**src/rtl/conv_layer_sequencer.sv**
```systemverilog
// Queues conv layer descriptors and runs them back to back on the accelerator core:
// config write, start pulse, wait for done, drain output stream to tlast.
module conv_layer_sequencer #(
    parameter int DESC_DEPTH  = 4,
    parameter int TIMEOUT_W   = 16,
    parameter int LAYER_CNT_W = 8
) (
    input  logic                          s_axi_aclk,
    input  logic                          s_axi_areset,
    input  logic                          run_en,
    input  logic                          step,
    input  logic                          err_clr,
    input  logic                          desc_valid,
    output logic                          desc_ready,
    input  logic [9:0]                    desc_tensor,
    input  logic [7:0]                    desc_kernel,
    input  logic [7:0]                    desc_stride,
    input  logic [9:0]                    desc_knum,
    input  logic [9:0]                    desc_chan,
    input  logic [7:0]                    desc_shift,
    input  logic                          desc_act,
    output logic [31:0]                   cfg_reg0,
    output logic [31:0]                   cfg_reg1,
    output logic                          cfg_wr,
    output logic                          conv_en,
    input  logic                          w_done,
    input  logic                          m_t_axis_tvalid,
    input  logic                          m_t_axis_tlast,
    output logic                          m_t_axis_tready,
    output logic                          busy,
    output logic                          layer_done,
    output logic [LAYER_CNT_W-1:0]        layer_cnt,
    output logic [$clog2(DESC_DEPTH):0]   desc_count,
    output logic                          err_timeout
);

    localparam int AW = $clog2(DESC_DEPTH);
    localparam int CW = AW + 1;
    localparam logic [CW-1:0]        FULL_CNT = CW'(DESC_DEPTH);
    // Firing one step early means the counter never actually sits at all-ones.
    localparam logic [TIMEOUT_W-1:0] WD_FIRE  = {{(TIMEOUT_W-1){1'b1}}, 1'b0};
    localparam logic [TIMEOUT_W-1:0] WD_ZERO  = {TIMEOUT_W{1'b0}};

    typedef struct packed {
        logic [9:0] tensor;
        logic [7:0] kernel;
        logic [7:0] stride;
        logic [9:0] knum;
        logic [9:0] chan;
        logic [7:0] shift;
        logic       act;
    } desc_t;

    typedef enum logic [2:0] {
        ST_IDLE      = 3'd0,
        ST_LOAD      = 3'd1,
        ST_START     = 3'd2,
        ST_WAIT_DONE = 3'd3,
        ST_DRAIN     = 3'd4,
        ST_NEXT      = 3'd5
    } state_t;

    function automatic logic [31:0] pack_cfg0(input desc_t d);
        return {d.tensor, 6'b000000, d.kernel, d.stride};
    endfunction

    function automatic logic [31:0] pack_cfg1(input desc_t d);
        return {d.chan, d.knum, 3'b000, d.act, d.shift};
    endfunction

    state_t                 state_r;
    state_t                 state_nxt_s;
    desc_t                  mem_r [DESC_DEPTH];
    desc_t                  desc_in_s;
    desc_t                  head_s;
    logic [AW-1:0]          wr_ptr_r;
    logic [AW-1:0]          rd_ptr_r;
    logic [AW-1:0]          head_idx_s;
    logic [CW-1:0]          count_r;
    logic [CW-1:0]          count_nxt_s;
    logic [TIMEOUT_W-1:0]   wd_r;
    logic [TIMEOUT_W-1:0]   wd_nxt_s;
    logic                   timeout_s;
    logic                   push_s;
    logic                   pop_s;
    logic                   beat_s;

    logic                   cfg_wr_nxt_s;
    logic                   conv_en_nxt_s;
    logic                   tready_nxt_s;
    logic                   busy_nxt_s;
    logic                   layer_done_nxt_s;
    logic                   desc_ready_nxt_s;
    logic                   err_nxt_s;

    logic [31:0]            cfg_reg0_r;
    logic [31:0]            cfg_reg1_r;
    logic                   cfg_wr_r;
    logic                   conv_en_r;
    logic                   tready_r;
    logic                   busy_r;
    logic                   layer_done_r;
    logic [LAYER_CNT_W-1:0] layer_cnt_r;
    logic                   desc_ready_r;
    logic                   err_r;

    assign desc_in_s = {desc_tensor, desc_kernel, desc_stride, desc_knum,
                        desc_chan, desc_shift, desc_act};
    assign beat_s    = m_t_axis_tvalid & tready_r;

    // Watchdog: counts stalled cycles while waiting on the core, flags expiry.
    always_comb begin
        wd_nxt_s  = WD_ZERO;
        timeout_s = 1'b0;
        case (state_r)
            ST_WAIT_DONE: begin
                if (w_done) begin
                    wd_nxt_s = WD_ZERO;
                end else if (wd_r == WD_FIRE) begin
                    timeout_s = 1'b1;
                end else begin
                    wd_nxt_s = wd_r + TIMEOUT_W'(1);
                end
            end
            ST_DRAIN: begin
                if (beat_s) begin
                    wd_nxt_s = WD_ZERO;
                end else if (wd_r == WD_FIRE) begin
                    timeout_s = 1'b1;
                end else begin
                    wd_nxt_s = wd_r + TIMEOUT_W'(1);
                end
            end
            default: begin
                wd_nxt_s = WD_ZERO;
            end
        endcase
    end

    // Next-state logic of the layer sequencing FSM.
    always_comb begin
        state_nxt_s = state_r;
        case (state_r)
            ST_IDLE: begin
                if ((count_r != {CW{1'b0}}) && (run_en || step) && !err_r) begin
                    state_nxt_s = ST_LOAD;
                end else begin
                    state_nxt_s = ST_IDLE;
                end
            end
            ST_LOAD:  state_nxt_s = ST_START;
            ST_START: state_nxt_s = ST_WAIT_DONE;
            ST_WAIT_DONE: begin
                if (w_done) begin
                    state_nxt_s = ST_DRAIN;
                end else if (timeout_s) begin
                    state_nxt_s = ST_IDLE;
                end else begin
                    state_nxt_s = ST_WAIT_DONE;
                end
            end
            ST_DRAIN: begin
                if (beat_s && m_t_axis_tlast) begin
                    state_nxt_s = ST_NEXT;
                end else if (timeout_s) begin
                    state_nxt_s = ST_IDLE;
                end else begin
                    state_nxt_s = ST_DRAIN;
                end
            end
            ST_NEXT: begin
                if ((count_r > CW'(1)) && run_en) begin
                    state_nxt_s = ST_LOAD;
                end else begin
                    state_nxt_s = ST_IDLE;
                end
            end
            default: state_nxt_s = ST_IDLE;
        endcase
    end

    // Output and FIFO-control decode; outputs are registered from the next state.
    always_comb begin
        push_s = desc_valid & desc_ready_r;
        pop_s  = (state_r == ST_NEXT) | timeout_s;
        if (pop_s) begin
            head_idx_s = rd_ptr_r + AW'(1);
        end else begin
            head_idx_s = rd_ptr_r;
        end
        head_s = mem_r[head_idx_s];
        case ({push_s, pop_s})
            2'b10:   count_nxt_s = count_r + CW'(1);
            2'b01:   count_nxt_s = count_r - CW'(1);
            default: count_nxt_s = count_r;
        endcase
        cfg_wr_nxt_s     = (state_nxt_s == ST_LOAD);
        conv_en_nxt_s    = (state_nxt_s == ST_START);
        tready_nxt_s     = (state_nxt_s == ST_DRAIN);
        busy_nxt_s       = (state_nxt_s != ST_IDLE);
        layer_done_nxt_s = (state_nxt_s == ST_NEXT);
        // Ready during a pop cycle so a full FIFO can take a push while draining one.
        desc_ready_nxt_s = (count_nxt_s != FULL_CNT) || (state_nxt_s == ST_NEXT);
        if (timeout_s) begin
            err_nxt_s = 1'b1;
        end else if (err_clr) begin
            err_nxt_s = 1'b0;
        end else begin
            err_nxt_s = err_r;
        end
    end

    // FSM state register.
    always_ff @(posedge s_axi_aclk) begin
        if (s_axi_areset) begin
            state_r <= ST_IDLE;
        end else begin
            state_r <= state_nxt_s;
        end
    end

    // Descriptor FIFO storage, pointers and watchdog counter.
    always_ff @(posedge s_axi_aclk) begin
        if (s_axi_areset) begin
            wr_ptr_r <= {AW{1'b0}};
            rd_ptr_r <= {AW{1'b0}};
            count_r  <= {CW{1'b0}};
            wd_r     <= WD_ZERO;
        end else begin
            if (push_s) begin
                mem_r[wr_ptr_r] <= desc_in_s;
                wr_ptr_r        <= wr_ptr_r + AW'(1);
            end
            if (pop_s) begin
                rd_ptr_r <= rd_ptr_r + AW'(1);
            end
            count_r <= count_nxt_s;
            wd_r    <= wd_nxt_s;
        end
    end

    // Registered outputs, config words and status counters.
    always_ff @(posedge s_axi_aclk) begin
        if (s_axi_areset) begin
            cfg_reg0_r   <= 32'h0000_0000;
            cfg_reg1_r   <= 32'h0000_0000;
            cfg_wr_r     <= 1'b0;
            conv_en_r    <= 1'b0;
            tready_r     <= 1'b0;
            busy_r       <= 1'b0;
            layer_done_r <= 1'b0;
            layer_cnt_r  <= {LAYER_CNT_W{1'b0}};
            desc_ready_r <= 1'b1;
            err_r        <= 1'b0;
        end else begin
            if (cfg_wr_nxt_s) begin
                cfg_reg0_r <= pack_cfg0(head_s);
                cfg_reg1_r <= pack_cfg1(head_s);
            end
            if (layer_done_nxt_s) begin
                layer_cnt_r <= layer_cnt_r + LAYER_CNT_W'(1);
            end
            cfg_wr_r     <= cfg_wr_nxt_s;
            conv_en_r    <= conv_en_nxt_s;
            tready_r     <= tready_nxt_s;
            busy_r       <= busy_nxt_s;
            layer_done_r <= layer_done_nxt_s;
            desc_ready_r <= desc_ready_nxt_s;
            err_r        <= err_nxt_s;
        end
    end

    assign cfg_reg0        = cfg_reg0_r;
    assign cfg_reg1        = cfg_reg1_r;
    assign cfg_wr          = cfg_wr_r;
    assign conv_en         = conv_en_r;
    assign m_t_axis_tready = tready_r;
    assign busy            = busy_r;
    assign layer_done      = layer_done_r;
    assign layer_cnt       = layer_cnt_r;
    assign desc_ready      = desc_ready_r;
    assign desc_count      = count_r;
    assign err_timeout     = err_r;

endmodule

```
**config.mk**
```make
export PLATFORM = sky130hd
export DESIGN_NAME = conv_layer_sequencer
export DESIGN_NICKNAME = d
export VERILOG_FILES = /design/src/rtl/conv_layer_sequencer.sv
export SDC_FILE = /design/constraint.sdc
export NUM_CORES = 1
export LEC_CHECK = 0
export BUFFER_PORTS_ARGS = -buffer_cell sky130_fd_sc_hd__clkbuf_2
export CAP_MARGIN = 20
export CORE_UTILIZATION = 30
export DETAILED_ROUTE_END_ITERATION = 8
export PLACE_DENSITY = 0.55
export SLEW_MARGIN = 10
export SYNTH_ARGS = -nofsm -noshare
export SYNTH_HDL_FRONTEND = slang
export SYNTH_SLANG_ARGS = --single-unit
```
**constraint.sdc**
```tcl
create_clock -name s_axi_aclk -period 3.95 [get_ports s_axi_aclk]
set_clock_uncertainty 0.15 [all_clocks]
set_input_delay 0.79 -clock s_axi_aclk [delete_from_list [all_inputs] [get_ports s_axi_aclk]]
set_output_delay 0.79 -clock s_axi_aclk [all_outputs]
set_load 0.02 [all_outputs]
```
* Yosys cells after proc, flatten, opt, wreduce, memory -nomap -nowiden
Memory sizes are Yosys's and may differ from the RTL's. A register that Yosys moved wholly into a read port is not among the register bits. Cells that the tools add are included.
Word-level totals: register bits after elaboration 41, memory bits (writable) 220, memories kept 1
Cells by class: $add $sub $neg 6, order comparisons 1, equal/unequal tests 13, muxes and demuxes 22, bitwise operators 3, reductions and logical operators 11
Memory list:
- mem_r | words 4, width 55, read ports 1, clocked after memory_dff 1, write ports 1, RTL line 73 | desc_t mem_r [DESC_DEPTH];
Operators with widths (count):
- 16-bit two-way mux | 3
- 16-bit one-hot mux with 2 select lines | 1
- 3-bit one-hot mux with 6 select lines | 1
- 16-bit by 1-bit adder with 16-bit output (second input constant) | 1
- 16-bit equality test (second input constant) | 1
- 3-bit equality test (second input constant) | 4
- 1-bit two-way mux | 10
- 3-bit by 2-bit equality test with 1-bit output (second input constant) | 3
- 3-bit two-way mux | 3
- 8-bit by 1-bit adder with 8-bit output (second input constant) | 1
- 3-bit by 1-bit equality test with 1-bit output (second input constant) | 2
- 3-bit one-hot mux with 2 select lines | 1
- 3-bit nonzero test | 2
- 2-bit by 1-bit adder with 2-bit output (second input constant) | 2
- 1-bit logical AND | 4
- 2-bit two-way mux | 2
- 3-bit by 1-bit adder with 3-bit output (second input constant) | 1
- 3-bit by 1-bit > comparator with 1-bit output (second input constant) | 1
- 3-bit zero test | 1
- 3-bit != test (second input constant) | 1
- 3-bit by 1-bit subtractor with 3-bit output (second input constant) | 1
- 1-bit bitwise AND | 2
- 2-bit by 1-bit equality test with 1-bit output (second input constant) | 1
- 2-bit equality test (second input constant) | 1
- 5 further kinds | 6

* Depth between registers and ports, before layout
Gate-level depths: netlist of the first run.
depth after elaboration 9, gate-level depth with buffers 13

* Worst setup path before layout of the first run
OpenSTA, ideal clock, no wires.
path kind input -> register, start in s_axi_areset, end mem mem_r[0][0] (netlist name) (enable), setup time 0.419 ns, arrival 2.625 ns, required time 3.381 ns, path slack 0.757 ns, stages on the path 4, cell sequence clkbuf_1 -> clkbuf_1 -> nor2_1 -> and2_1
On the way: longest elaborated chain between the ends 2
RTL lines:
- start, declared | RTL line 9 | input logic s_axi_areset,
- 1-bit two-way mux | RTL line 224 | if (s_axi_areset) begin
- 1-bit two-way mux (not written as such) | RTL line 231 | mem_r[wr_ptr_r] <= desc_in_s;
- end, declared | RTL line 73
Every way passes these cells.

* Final worst setup path of the first run
start reg wd_r[6], end reg cfg_reg1_r[15] (netlist: cfg_reg1[15]) (read register of mem_r)
On the way: longest elaborated chain between the ends 8
RTL lines:
- start, declared | RTL line 81 | logic [TIMEOUT_W-1:0] wd_r;
- start signal, assigned | RTL line 238 | wd_r <= wd_nxt_s;
- 16-bit equality test * | RTL line 119, 128
- 1-bit two-way mux * | RTL line 119, 128
- 1-bit two-way mux, on equally long branches | RTL line 126, 117
- 1-bit one-hot mux with 2 select lines * | RTL line 115 | case (state_r)
- 2-bit two-way mux or 3-bit two-way mux (tied branches) | RTL line 156, 165
- 3-bit two-way mux, on equally long branches | RTL line 154, 163
- 3-bit one-hot mux with 6 select lines | RTL line 143 | case (state_r)
- 3-bit by 1-bit equality test with 1-bit output | RTL line 197 | cfg_wr_nxt_s = (state_nxt_s == ST_LOAD);
- end, declared | RTL line 97 | logic [31:0] cfg_reg1_r;
Every way passes the cells marked *; elsewhere a longest branch is shown, timed or not. A chain may end at the register's enable or synchronous reset.

==> results of run 1 <==
==> state kept, by name, indices dropped and copies added, names as in the netlist, 2 cells and up <==
name,flops
mem_r,220
state_r,3
desc_count,3
cfg_reg1,29
cfg_reg0,26
wr_ptr_r,2
layer_cnt,8
wd_r,16
rd_ptr_r,2
==> cells in the final DEF (no fill, tap or decap), types with 8 or more instances in the layout <==
master     netlist  routed
clkinv_1         0       9
a31oi_1         54      54
xor2_1          16      16
dfxtp_1         96      94
mux2i_1         56      56
a2bb2oi_1       54      54
clkbuf_2         0     135
buf_4           15      15
a22oi_1         54      54
inv_1           12      12
clkbuf_16        0      41
a21oi_1         10      10
conb_1           1       9
mux2_2          55      55
nand4_1          8       8
clkbuf_1        53      11
ha_1            13      13
nor2_1         151     151
a311oi_1        49      49
edfxtp_1       220     220
xnor2_1          8       8
nand3_1         10      10
nand2_1         15      15
==> through the flow <==
step                      cells  worst slack [ps]  utilization (%)  hold WS (ps)  power (mW)
after global routing       1768               663             36.1           291        7.83
after global placement     1698               942             33.4           309        4.22
after detailed placement   1698               857             33.4           317        4.23
after CTS                  1768               882             36.1           280        7.67
after floorplan            1036               757                -           291        4.04
final                      1769               870             36.1           313        7.54
==> worst paths after layout <==
path / startpoint / endpoint / slack, ps / depth (start not counted)
max: wd_r[6] / cfg_reg1[15] / 870 / 6
min: desc_knum[9] / mem_r[3][28] / 310 / 1
max reg2reg: wd_r[6] / cfg_reg1[15] / 870 / 6
min reg2reg: cfg_reg0[1] / cfg_reg0[1] / 320 / 2
==> logic make-up after synthesis <==
| kind of cell | share of synthesized area [%] |
|---|---|
| DFF | 63.4 |
| AOI/OAI and AO/OA | 14.4 |
| and+or+nand+nor | 7.25 |
| muxes | 8.77 |
| buffers and inverters | 3.40 |
| xor gates and xnor gates | 1.56 |
| adders and majority gates | 1.21 |
| other | 0.0279 |
==> metal layers <==
layer | wire length (µm) | vias up
met5 | 23 | -
met4 | 689 | 4
met3 | 2210 | 64
met2 | 16300 | 245
met1 | 14900 | 4379
li1 | - | 4203
==> final cells by class <==
class	instances	area, µm²
tap	592	741
antenna	1	2.50
multi-input combinational	620	4530
timing repair buffer	156	908
fill	4244	28200
inverter	14	52.6
clock inverter	17	129
sequential	316	8540
clock buffer	53	1080
==> worst max-delay path, cell delays in order (launching register included) <==
cell and delay (ps):
dfxtp_1 420, nand4_1 200, or4_1 640, o21ai_4 340, buf_4 700, a31oi_1 210
a311oi_1 290
==> report_power, final <==
| part | switching [mW] | internal (mW) |
|---|---|---|
| combinational | 0.280 | 0.146 |
| clock | 1.35 | 2.04 |
| sequential | 0.0612 | 3.66 |
| total | 1.69 | 5.85 |
==> qor.tcl, run 1 <==
set qor(synth_area_um2) 13500
set qor(number_of_flops_mapped_to_enable_cells_by_yosys) 220
set qor(grt_overflow) 0
set qor(cts-htree-levels) 2
set qor(globalRouteMet3Util_pct) 3.97
set qor(start_kind) {register}
set qor(die_area_um2) 45700
set qor(placement.io_buffers) 136
set qor(initial_core_util_pct) 30.4
set qor(clock_sinks) 316
set qor(final_net_count) 1223
set qor(drv_cap) 0
set qor(vertical_die_dimension_um) 214
set qor(timing.critical_path.fanout_max) 68
set qor(synthesis.instances) 1028
set qor(critPathArrivalTime_ps) 3370
set qor(rsz_0062_raised_after_global_routing) {false}
set qor(dieWidth_um) 214
set qor(dp.final_hpwl_um) 19000
set qor(pleak_nw) 5.37
set qor(synth.area.top_cells) {edfxtp_1 49%, dfxtp_1 14%, mux2_2 4.6%, nor2_1 4.2%, mux2i_1 4.2%}
set qor(max_freq_ghz) 0.325
set qor(powerDensity_nw_per_um2) 472
set qor(synth_flop_cell) {edfxtp_1}
set qor(route.antenna.remaining_nets) 0
set qor(via_per_inst) 5.03
set qor(outcome) {finished clean}
set qor(synth_to_layout_area_growth_pct) 18.8
set qor(grt_first_pass_wirelength_um) 51300
set qor(yosys.cell_count.top_type) {edfxtp_1}
set qor(synth_sequential_area_ratio_pct) 63.4
set qor(yosysWarningCount) 0
set qor(final.setup.tns_ps) 0
set qor(drcViolationCount) 0
set qor(number_of_global_route_vias_before_repair) 8784
set qor(clock_tree.root_cell) {clkbuf_16}
set qor(clock_transition_at_path_regs_ps) 60
set qor(cts_resized) 0
set qor(tritoncts) {yes}
set qor(ys_seq_elements) 316
set qor(antenna_found_initial) 2
set qor(detailedRoute.firstPassIterationCount) 7
set qor(placement_rows) 77
set qor(clockBufferDepth) 3
set qor(cts_made_buffers) 38
set qor(ys_async_rst_share_pct) 0
set qor(use_met1_pct) 19.0
set qor(synth_area_leader_cell) {edfxtp_1}
set qor(post-synth-top-area-fraction_pct) 49.1
set qor(synth.cells.most_frequent) {220 x edfxtp_1, 151 x nor2_1, 96 x dfxtp_1}
set qor(fp.coreArea_um2) 44200
set qor(timing.final.hold_violations) 0
set qor(post-route-cell-area_um2) 16000
set qor(postCtsSetupBuffers) 0
set qor(avg_inst_size_synth_um2) 13.1
set qor(min-delay-path-class) {input port to register}
set qor(worst_margin_pin_slew_ps) 1020
set qor(drive_gt1_share_pct) 24.1
set qor(place.gp.congestion) 0.754
set qor(worst_skew_pair.late_latency_ps) 540
set qor(cts-hold-fix-buffers) 0
set qor(cp-end-kind) {register}
set qor(timing.setup.critical_path_class) {register to register}
set qor(relative_max_transition_margin_pct) 32.3
set qor(finalWirelength_um) 34100
set qor(placed_area_um2) 14800
set qor(irDropWorstVdd_v) 0.000247
set qor(timing.final.crit_period_ps) 3080
set qor(largest_net_degree_at_the_start_of_global_routing) 110
set qor(grt.total_usage_pct) 14.9
set qor(detail_route.wl_per_cell_um) 19.3
set qor(global_route.peak_usage_layer) {met2}
set qor(yosys.cell_types.count) 58
set qor(drt-initial-drc-count) 549
set qor(timing_max_transition_violations_final) 0
set qor(io_pins) 146
set qor(final_clock_period_utilization_by_the_worst_path_pct) 78.0
set qor(endpoints_failing_setup) 0
set qor(route.vias.total) 8895
set qor(critical_path_required_ps) 4240
set qor(grt_util_met2_pct) 24.4
(Power assumes the default switching activity.)
==> run 2: changes to the inputs <==
Clock period 3.95 ns to 3 ns, I/O delays scaled along.
==> run 2 against run 1 <==
  * Global-route usage is 0.37 points higher
  * Setup slack worse by 660 ps
  * Sequential power is 32% higher
  * Routed wire length is 2.0% higher
  * First-iteration DRC count is 13% higher
  * Power is 30% higher
  * Register-to-register slack worse by 660 ps
  * Critical endpoint is now cfg_reg1[24]
  * Non-clock buffer count is 15 higher
  * Clock-buffer cell count is 7 higher
  * Highest routed layer unchanged
==> qor.tcl, run 2 (synthesized netlist as in run 1, its figures left out) <==
set qor(placement_rows) 77 ;# unchanged
set qor(final_net_count) 1237 ;# +1.1%
set qor(tritoncts) {yes}
set qor(grt_util_met2_pct) 25.4 ;# +0.95 points
set qor(pleak_nw) 5.46 ;# +1.6%
set qor(global_route.peak_usage_layer) {met2}
set qor(vertical_die_dimension_um) 214 ;# unchanged
set qor(worst_margin_pin_slew_ps) 826 ;# -189 ps
set qor(setup_slack_ps) 212 ;# -658 ps
set qor(detailedRoute.firstPassIterationCount) 5 ;# -2
set qor(initial_core_util_pct) 30.4 ;# unchanged
set qor(largest-register) {mem_r}
set qor(drt-initial-drc-count) 621 ;# +13%
set qor(timing.setup.critical_path_class) {register to register}
set qor(r2r.worst_path.cells) 8 ;# +2
set qor(dpl_worst_slack_ps) 140 ;# -718 ps
set qor(route.vias.total) 8979 ;# +0.94%
set qor(largest_net_degree_at_the_start_of_global_routing) 79 ;# -28%
set qor(io_pins) 146 ;# unchanged
set qor(use_met1_pct) 19.1 ;# +0.16 points
set qor(final_clock_period_utilization_by_the_worst_path_pct) 92.9 ;# +15 points
set qor(layout.cells.most_common_list) {220 x edfxtp_1, 151 x nor2_1, 135 x clkbuf_2}
set qor(globalRouteMet3Util_pct) 3.63 ;# -0.34 points
set qor(cts-htree-levels) 2 ;# unchanged
set qor(relative_max_transition_margin_pct) 44.9 ;# +13 points
set qor(timing.final.crit_period_ps) 2790 ;# -292 ps
set qor(timing_max_transition_violations_final) 0 ;# unchanged
set qor(synth_to_layout_area_growth_pct) 20.1
set qor(rsz_0062_raised_after_global_routing) {false}
set qor(critical_path_required_ps) 3290 ;# -950 ps
set qor(worst_skew_pair.late_latency_ps) 540 ;# about the same
set qor(setup_slack_of_the_worst_register_to_register_path_ps) 210 ;# -660 ps
set qor(clock_tree.root_cell) {clkbuf_16}
set qor(outcome) {finished clean}
set qor(min-delay-path-class) {input port to register}
set qor(endpoints_failing_setup) 0 ;# unchanged
set qor(placement.io_buffers) 136 ;# unchanged
set qor(dieWidth_um) 214 ;# unchanged
set qor(grt.total_usage_pct) 15.3 ;# +0.37 points
set qor(irDropWorstVdd_v) 0.000348 ;# +41%
set qor(critPathArrivalTime_ps) 3080 ;# -290 ps
set qor(final.setup.tns_ps) 0 ;# unchanged
set qor(clock_transition_at_path_regs_ps) 60 ;# about the same
set qor(clock_sinks) 316 ;# unchanged
set qor(timing.final.hold_violations) 0 ;# unchanged
set qor(crit-reg2reg-launch) {wd_r[2]}
set qor(cp-end-kind) {register}
set qor(finalWirelength_um) 34800 ;# +2.0%
set qor(drv_cap) 0 ;# unchanged
set qor(largest_register_ffs) 220 ;# unchanged
set qor(antenna_found_initial) 5 ;# +3
set qor(number_of_global_route_vias_before_repair) 8812 ;# +0.32%
set qor(route.antenna.remaining_nets) 0 ;# unchanged
set qor(min_delay_endpoint) {mem_r[0][35]}
set qor(clockBufferDepth) 3 ;# unchanged
set qor(die_area_um2) 45700 ;# unchanged
set qor(fp.coreArea_um2) 44200 ;# unchanged
set qor(drcViolationCount) 0 ;# unchanged
set qor(via_per_inst) 5.04 ;# +0.15%
set qor(cts_made_buffers) 37 ;# -2.6%
set qor(start_kind) {register}
set qor(powerDensity_nw_per_um2) 606 ;# +28%
set qor(worst_hold_path.num_cells) 1 ;# unchanged
set qor(grt_overflow) 0 ;# unchanged
set qor(max_freq_ghz) 0.359 ;# +10%
set qor(detail_route.wl_per_cell_um) 19.5 ;# +1.2%
set qor(timing.critical_path.fanout_max) 39 ;# -43%
set qor(hold_start) {desc_stride[6]}
set qor(place.gp.congestion) 0.772 ;# +2.5%
set qor(drive_gt1_share_pct) 25.2 ;# +1.2 points
set qor(layout_commonest_cell) {edfxtp_1}
set qor(grt_first_pass_wirelength_um) 52100 ;# +1.6%
set qor(dp.final_hpwl_um) 20300 ;# +6.5%
set qor(reg2reg_to) {cfg_reg1[24]}
[run 2: cell types whose count changed in the layout (fill, tap and decap cells not counted)]
cell       change
buf_12         +9
clkinv_1       -7
buf_4          +6
clkbuf_8       +5
clkbuf_1       +4
bufinv_16      -2
clkbuf_16      -2
clkinv_2       -1
diode_2        +1
inv_6          +1
or4_1          -1
or4_4          +1
[run 2: final cells by class]
class | count | area [µm²]
Multi-Input combinational cell | 620 | 4530
Clock inverter | 8 | 46.3
Antenna cell | 2 | 5.00
Sequential cell | 316 | 8540
Clock buffer | 60 | 1110
Inverter | 14 | 52.6
Timing Repair Buffer | 171 | 1130
Tap cell | 592 | 741
Fill cell | 4241 | 28100
[run 2: critical path: stages (launching register included)]
cell	delay [ps]
dfxtp_1	400
nand4_1	230
or4_4	570
o21ai_4	240
buf_12	260
nand2_4	70
buf_4	260
a2bb2oi_1	190
a311oi_1	290
[run 2: through the flow]
step	total power, mW	hold WS, ps	instances	cell area [µm²]	utilization, %
after floorplan	5.32	291	1036	13500	-
after global placement	5.57	313	1710	15000	33.8
after detailed placement	5.59	318	1710	15000	33.8
after CTS	9.94	86.4	1778	16100	36.5
after global routing	10.1	107	1782	16200	36.5
final	9.79	124	1783	16200	36.5
[run 2: worst max path at each step]
| stage | from | to | slack, ps |
|---|---|---|---|
| finish | wd_r[2] | cfg_reg1[24] | 210 |
| CTS | wd_r[6] | cfg_reg1[1] | 110 |
| detailed placement | wd_r[6] | cfg_reg1[24] | 140 |
| global route | wd_r[2] | cfg_reg1[24] | 40 |
| global placement | wd_r[6] | cfg_reg1[8] | 190 |
| floorplan | wd_r[6] | desc_ready | 330 |
[run 2: report_power, final]
part | total [mW] | internal [mW] | switching (mW) | leakage (nW)
clock | 4.30 | 2.54 | 1.76 | 0.561
sequential | 4.90 | 4.82 | 0.0834 | 2.78
combinational | 0.585 | 0.207 | 0.378 | 2.12
total | 9.79 | 7.57 | 2.22 | 5.46
[run 2: routing by layer]
metal | vias to the layer above | wire length (µm) | part of all wire, %
met3 | 54 | 2010 | 5.8
li1 | 4237 | - | -
met1 | 4479 | 15300 | 44
met2 | 203 | 16600 | 48
met5 | - | 42 | 0.12
met4 | 6 | 879 | 2.5
[run 2: repair_timing]
item                       in CTS  in global routing
gates resized for setup         0                  1
setup endpoints to repair       0                  8
setup buffers                   0                  3
hold buffers                    0                  0
==> run 3: changes to the inputs <==
Settings changed: PLACE_DENSITY 0.55 to 0.46.
==> run 3 against run 2 <==
  * Sequential cell count did not move
  * Hold slack got worse by 15 ps
  * Register-to-register slack worse by 30 ps
  * Clock-buffer cell count down 3
  * Utilization increased by 0.18 points
  * Non-clock buffer count rose by 1
  * Power increased by 2.5%
  * First-iteration DRC count decreased by 21%
  * Final cell count up 0.17%
  * Final area rose by 0.50%
  * Critical path depth is 2 lower
  * Routed wire length grew 2.1%
==> qor.tcl, run 3 (synthesized netlist as in run 1, its figures left out) <==
set qor(pleak_nw) 5.52 ;# +1.1%
set qor(detailedRoute.firstPassIterationCount) 7 ;# +2
set qor(placement.io_buffers) 136 ;# unchanged
set qor(final.setup.tns_ps) 0 ;# unchanged
set qor(start_kind) {register}
set qor(worst_skew_pair.late_latency_ps) 550 ;# about the same
set qor(r2r.worst_path.cells) 6 ;# -2
set qor(drv_cap) 0 ;# unchanged
set qor(via_per_inst) 4.99 ;# -0.92%
set qor(hold_start) {desc_chan[4]}
set qor(setup_slack_of_the_worst_register_to_register_path_ps) 180 ;# -30 ps
set qor(cts_resized) 0 ;# unchanged
set qor(timing.final.crit_period_ps) 2820 ;# +27.5 ps
set qor(clock_transition_at_path_regs_ps) 60 ;# about the same
set qor(critical_path_required_ps) 3300 ;# about the same
set qor(route.antenna.remaining_nets) 0 ;# unchanged
set qor(clock_sinks) 316 ;# unchanged
set qor(grt_first_pass_wirelength_um) 54200 ;# +4.0%
set qor(clock_tree.root_cell) {clkbuf_16}
set qor(initial_core_util_pct) 30.4 ;# unchanged
set qor(synth_to_layout_area_growth_pct) 20.7
set qor(grt.total_usage_pct) 15.8 ;# +0.57 points
set qor(worst_margin_pin_slew_ps) 837 ;# +11.3 ps
set qor(route.vias.total) 8911 ;# -0.76%
set qor(rsz_0062_raised_after_global_routing) {false}
set qor(drcViolationCount) 0 ;# unchanged
set qor(powerDensity_nw_per_um2) 618 ;# +2.0%
set qor(crit-reg2reg-launch) {wd_r[6]}
set qor(dp.final_hpwl_um) 21400 ;# +5.6%
set qor(placement_rows) 77 ;# unchanged
set qor(vertical_die_dimension_um) 214 ;# unchanged
set qor(die_area_um2) 45700 ;# unchanged
set qor(final_net_count) 1240 ;# +0.24%
set qor(min-delay-path-class) {input port to register}
set qor(cts_made_buffers) 39 ;# +5.4%
set qor(crit_path_max_incr_delay_ps) 630 ;# +60 ps
set qor(place.gp.congestion) 0.701 ;# -9.3%
set qor(layout.cells.most_common_list) {220 x edfxtp_1, 151 x nor2_1, 135 x clkbuf_2}
set qor(cts-htree-levels) 2 ;# unchanged
set qor(max_freq_ghz) 0.355 ;# -0.98%
set qor(postCtsSetupBuffers) 0 ;# unchanged
set qor(io_pins) 146 ;# unchanged
set qor(dieWidth_um) 214 ;# unchanged
set qor(number_of_global_route_vias_before_repair) 8883 ;# +0.81%
set qor(endpoints_failing_setup) 0 ;# unchanged
set qor(timing.critical_path.fanout_max) 34 ;# -13%
set qor(drive_gt1_share_pct) 25.7 ;# +0.48 points
set qor(critPathSlowestCell) {or4_1}
set qor(critPathArrivalTime_ps) 3120 ;# +40 ps
set qor(reg2reg_to) {cfg_reg0[26]}
set qor(critical_path.cell_chain) {nand4_1, or4_1, o21ai_4, buf_4, a31oi_1, a311oi_1}
set qor(min_delay_endpoint) {mem_r[3][13]}
set qor(layout_commonest_cell) {edfxtp_1}
set qor(irDropWorstVdd_v) 0.000338 ;# -2.9%
set qor(tritoncts) {yes}
set qor(detail_route.wl_per_cell_um) 19.9 ;# +2.0%
set qor(antenna_found_initial) 4 ;# -1
set qor(fp.coreArea_um2) 44200 ;# unchanged
set qor(outcome) {finished clean}
set qor(cts-hold-fix-buffers) 0 ;# unchanged
set qor(drt-initial-drc-count) 491 ;# -21%
set qor(timing.setup.critical_path_class) {register to register}
set qor(largest_register_ffs) 220 ;# unchanged
set qor(cp-end-kind) {register}
set qor(timing.final.hold_violations) 0 ;# unchanged
set qor(relative_max_transition_margin_pct) 44.2 ;# -0.76 points
set qor(timing_max_transition_violations_final) 0 ;# unchanged
set qor(worst_hold_path.num_cells) 1 ;# unchanged
set qor(largest-register) {mem_r}
set qor(final_clock_period_utilization_by_the_worst_path_pct) 93.9 ;# +0.92 points
set qor(clockBufferDepth) 3 ;# unchanged
set qor(largest_net_degree_at_the_start_of_global_routing) 64 ;# -19%
set qor(totalPowerFinal_mw) 10.0 ;# +2.5%
set qor(n_antenna_cell) 0 ;# -2
set qor(grt_overflow) 0 ;# unchanged
set qor(finalWirelength_um) 35500 ;# +2.1%
run 3: changes by cell type in the layout (fill, tap and decap cells not counted), moves of 2 or more:
cell / change
clkbuf_8: +2
buf_4: +2
clkinv_1: +3
clkinv_2: +3
clkbuf_1: -6
diode_2: -2
run 3: worst max path at each step:
stage	startpoint	endpoint	slack [ps]
detailed placement	wd_r[6]	cfg_reg0[10]	200
global route	wd_r[6]	desc_ready	0.8
global placement	state_r[2]	cfg_reg0[1]	230
finish	wd_r[6]	cfg_reg0[26]	180
floorplan	wd_r[6]	desc_ready	330
CTS	wd_r[6]	cfg_reg0[11]	170
run 3: area by class of cell:
cell class / instances / area (µm²)
Fill cell: 4265 / 28000
Multi-Input combinational cell: 620 / 4530
Inverter: 14 / 52.6
Clock buffer: 57 / 1140
Clock inverter: 15 / 111
Timing Repair Buffer: 172 / 1130
Tap cell: 592 / 741
Sequential cell: 316 / 8540
run 3: report_power, final:
| part | internal, mW | leakage, nW | switching [mW] | total [mW] |
|---|---|---|---|---|
| Combinational | 0.207 | 2.12 | 0.378 | 0.585 |
| Sequential | 4.82 | 2.78 | 0.0802 | 4.90 |
| Clock | 2.73 | 0.618 | 1.81 | 4.55 |
| Total | 7.76 | 5.52 | 2.27 | 10.0 |
run 3: layer usage:
| metal | wire length [µm] | global-route usage, % |
|---|---|---|
| met1 | 15900 | 20.4 |
| met2 | 17000 | 26.2 |
| met3 | 1860 | 4.04 |
| met4 | 650 | 4.46 |
| met5 | 54 | 0 |
run 3: worst max-delay path, delay by kind of cell (launching register included):
family                 cells  cell delay, ps
AOI/OAI and AO/OA          3             850
buffers and inverters      1             450
DFF                        1             420
and+or+nand+nor            2             820
run 3: through the flow:
stage	std cells	cell area, µm²	setup WS [ps]	utilization (%)	hold WS (ps)
2_1_floorplan	1036	13500	328	-	291
3_3_place_gp	1714	15000	232	33.9	304
3_5_place_dp	1714	15000	199	33.9	321
4_1_cts	1786	16200	175	36.7	86.9
5_1_grt	1786	16200	0.794	36.7	88.6
6_report	1786	16200	184	36.7	110
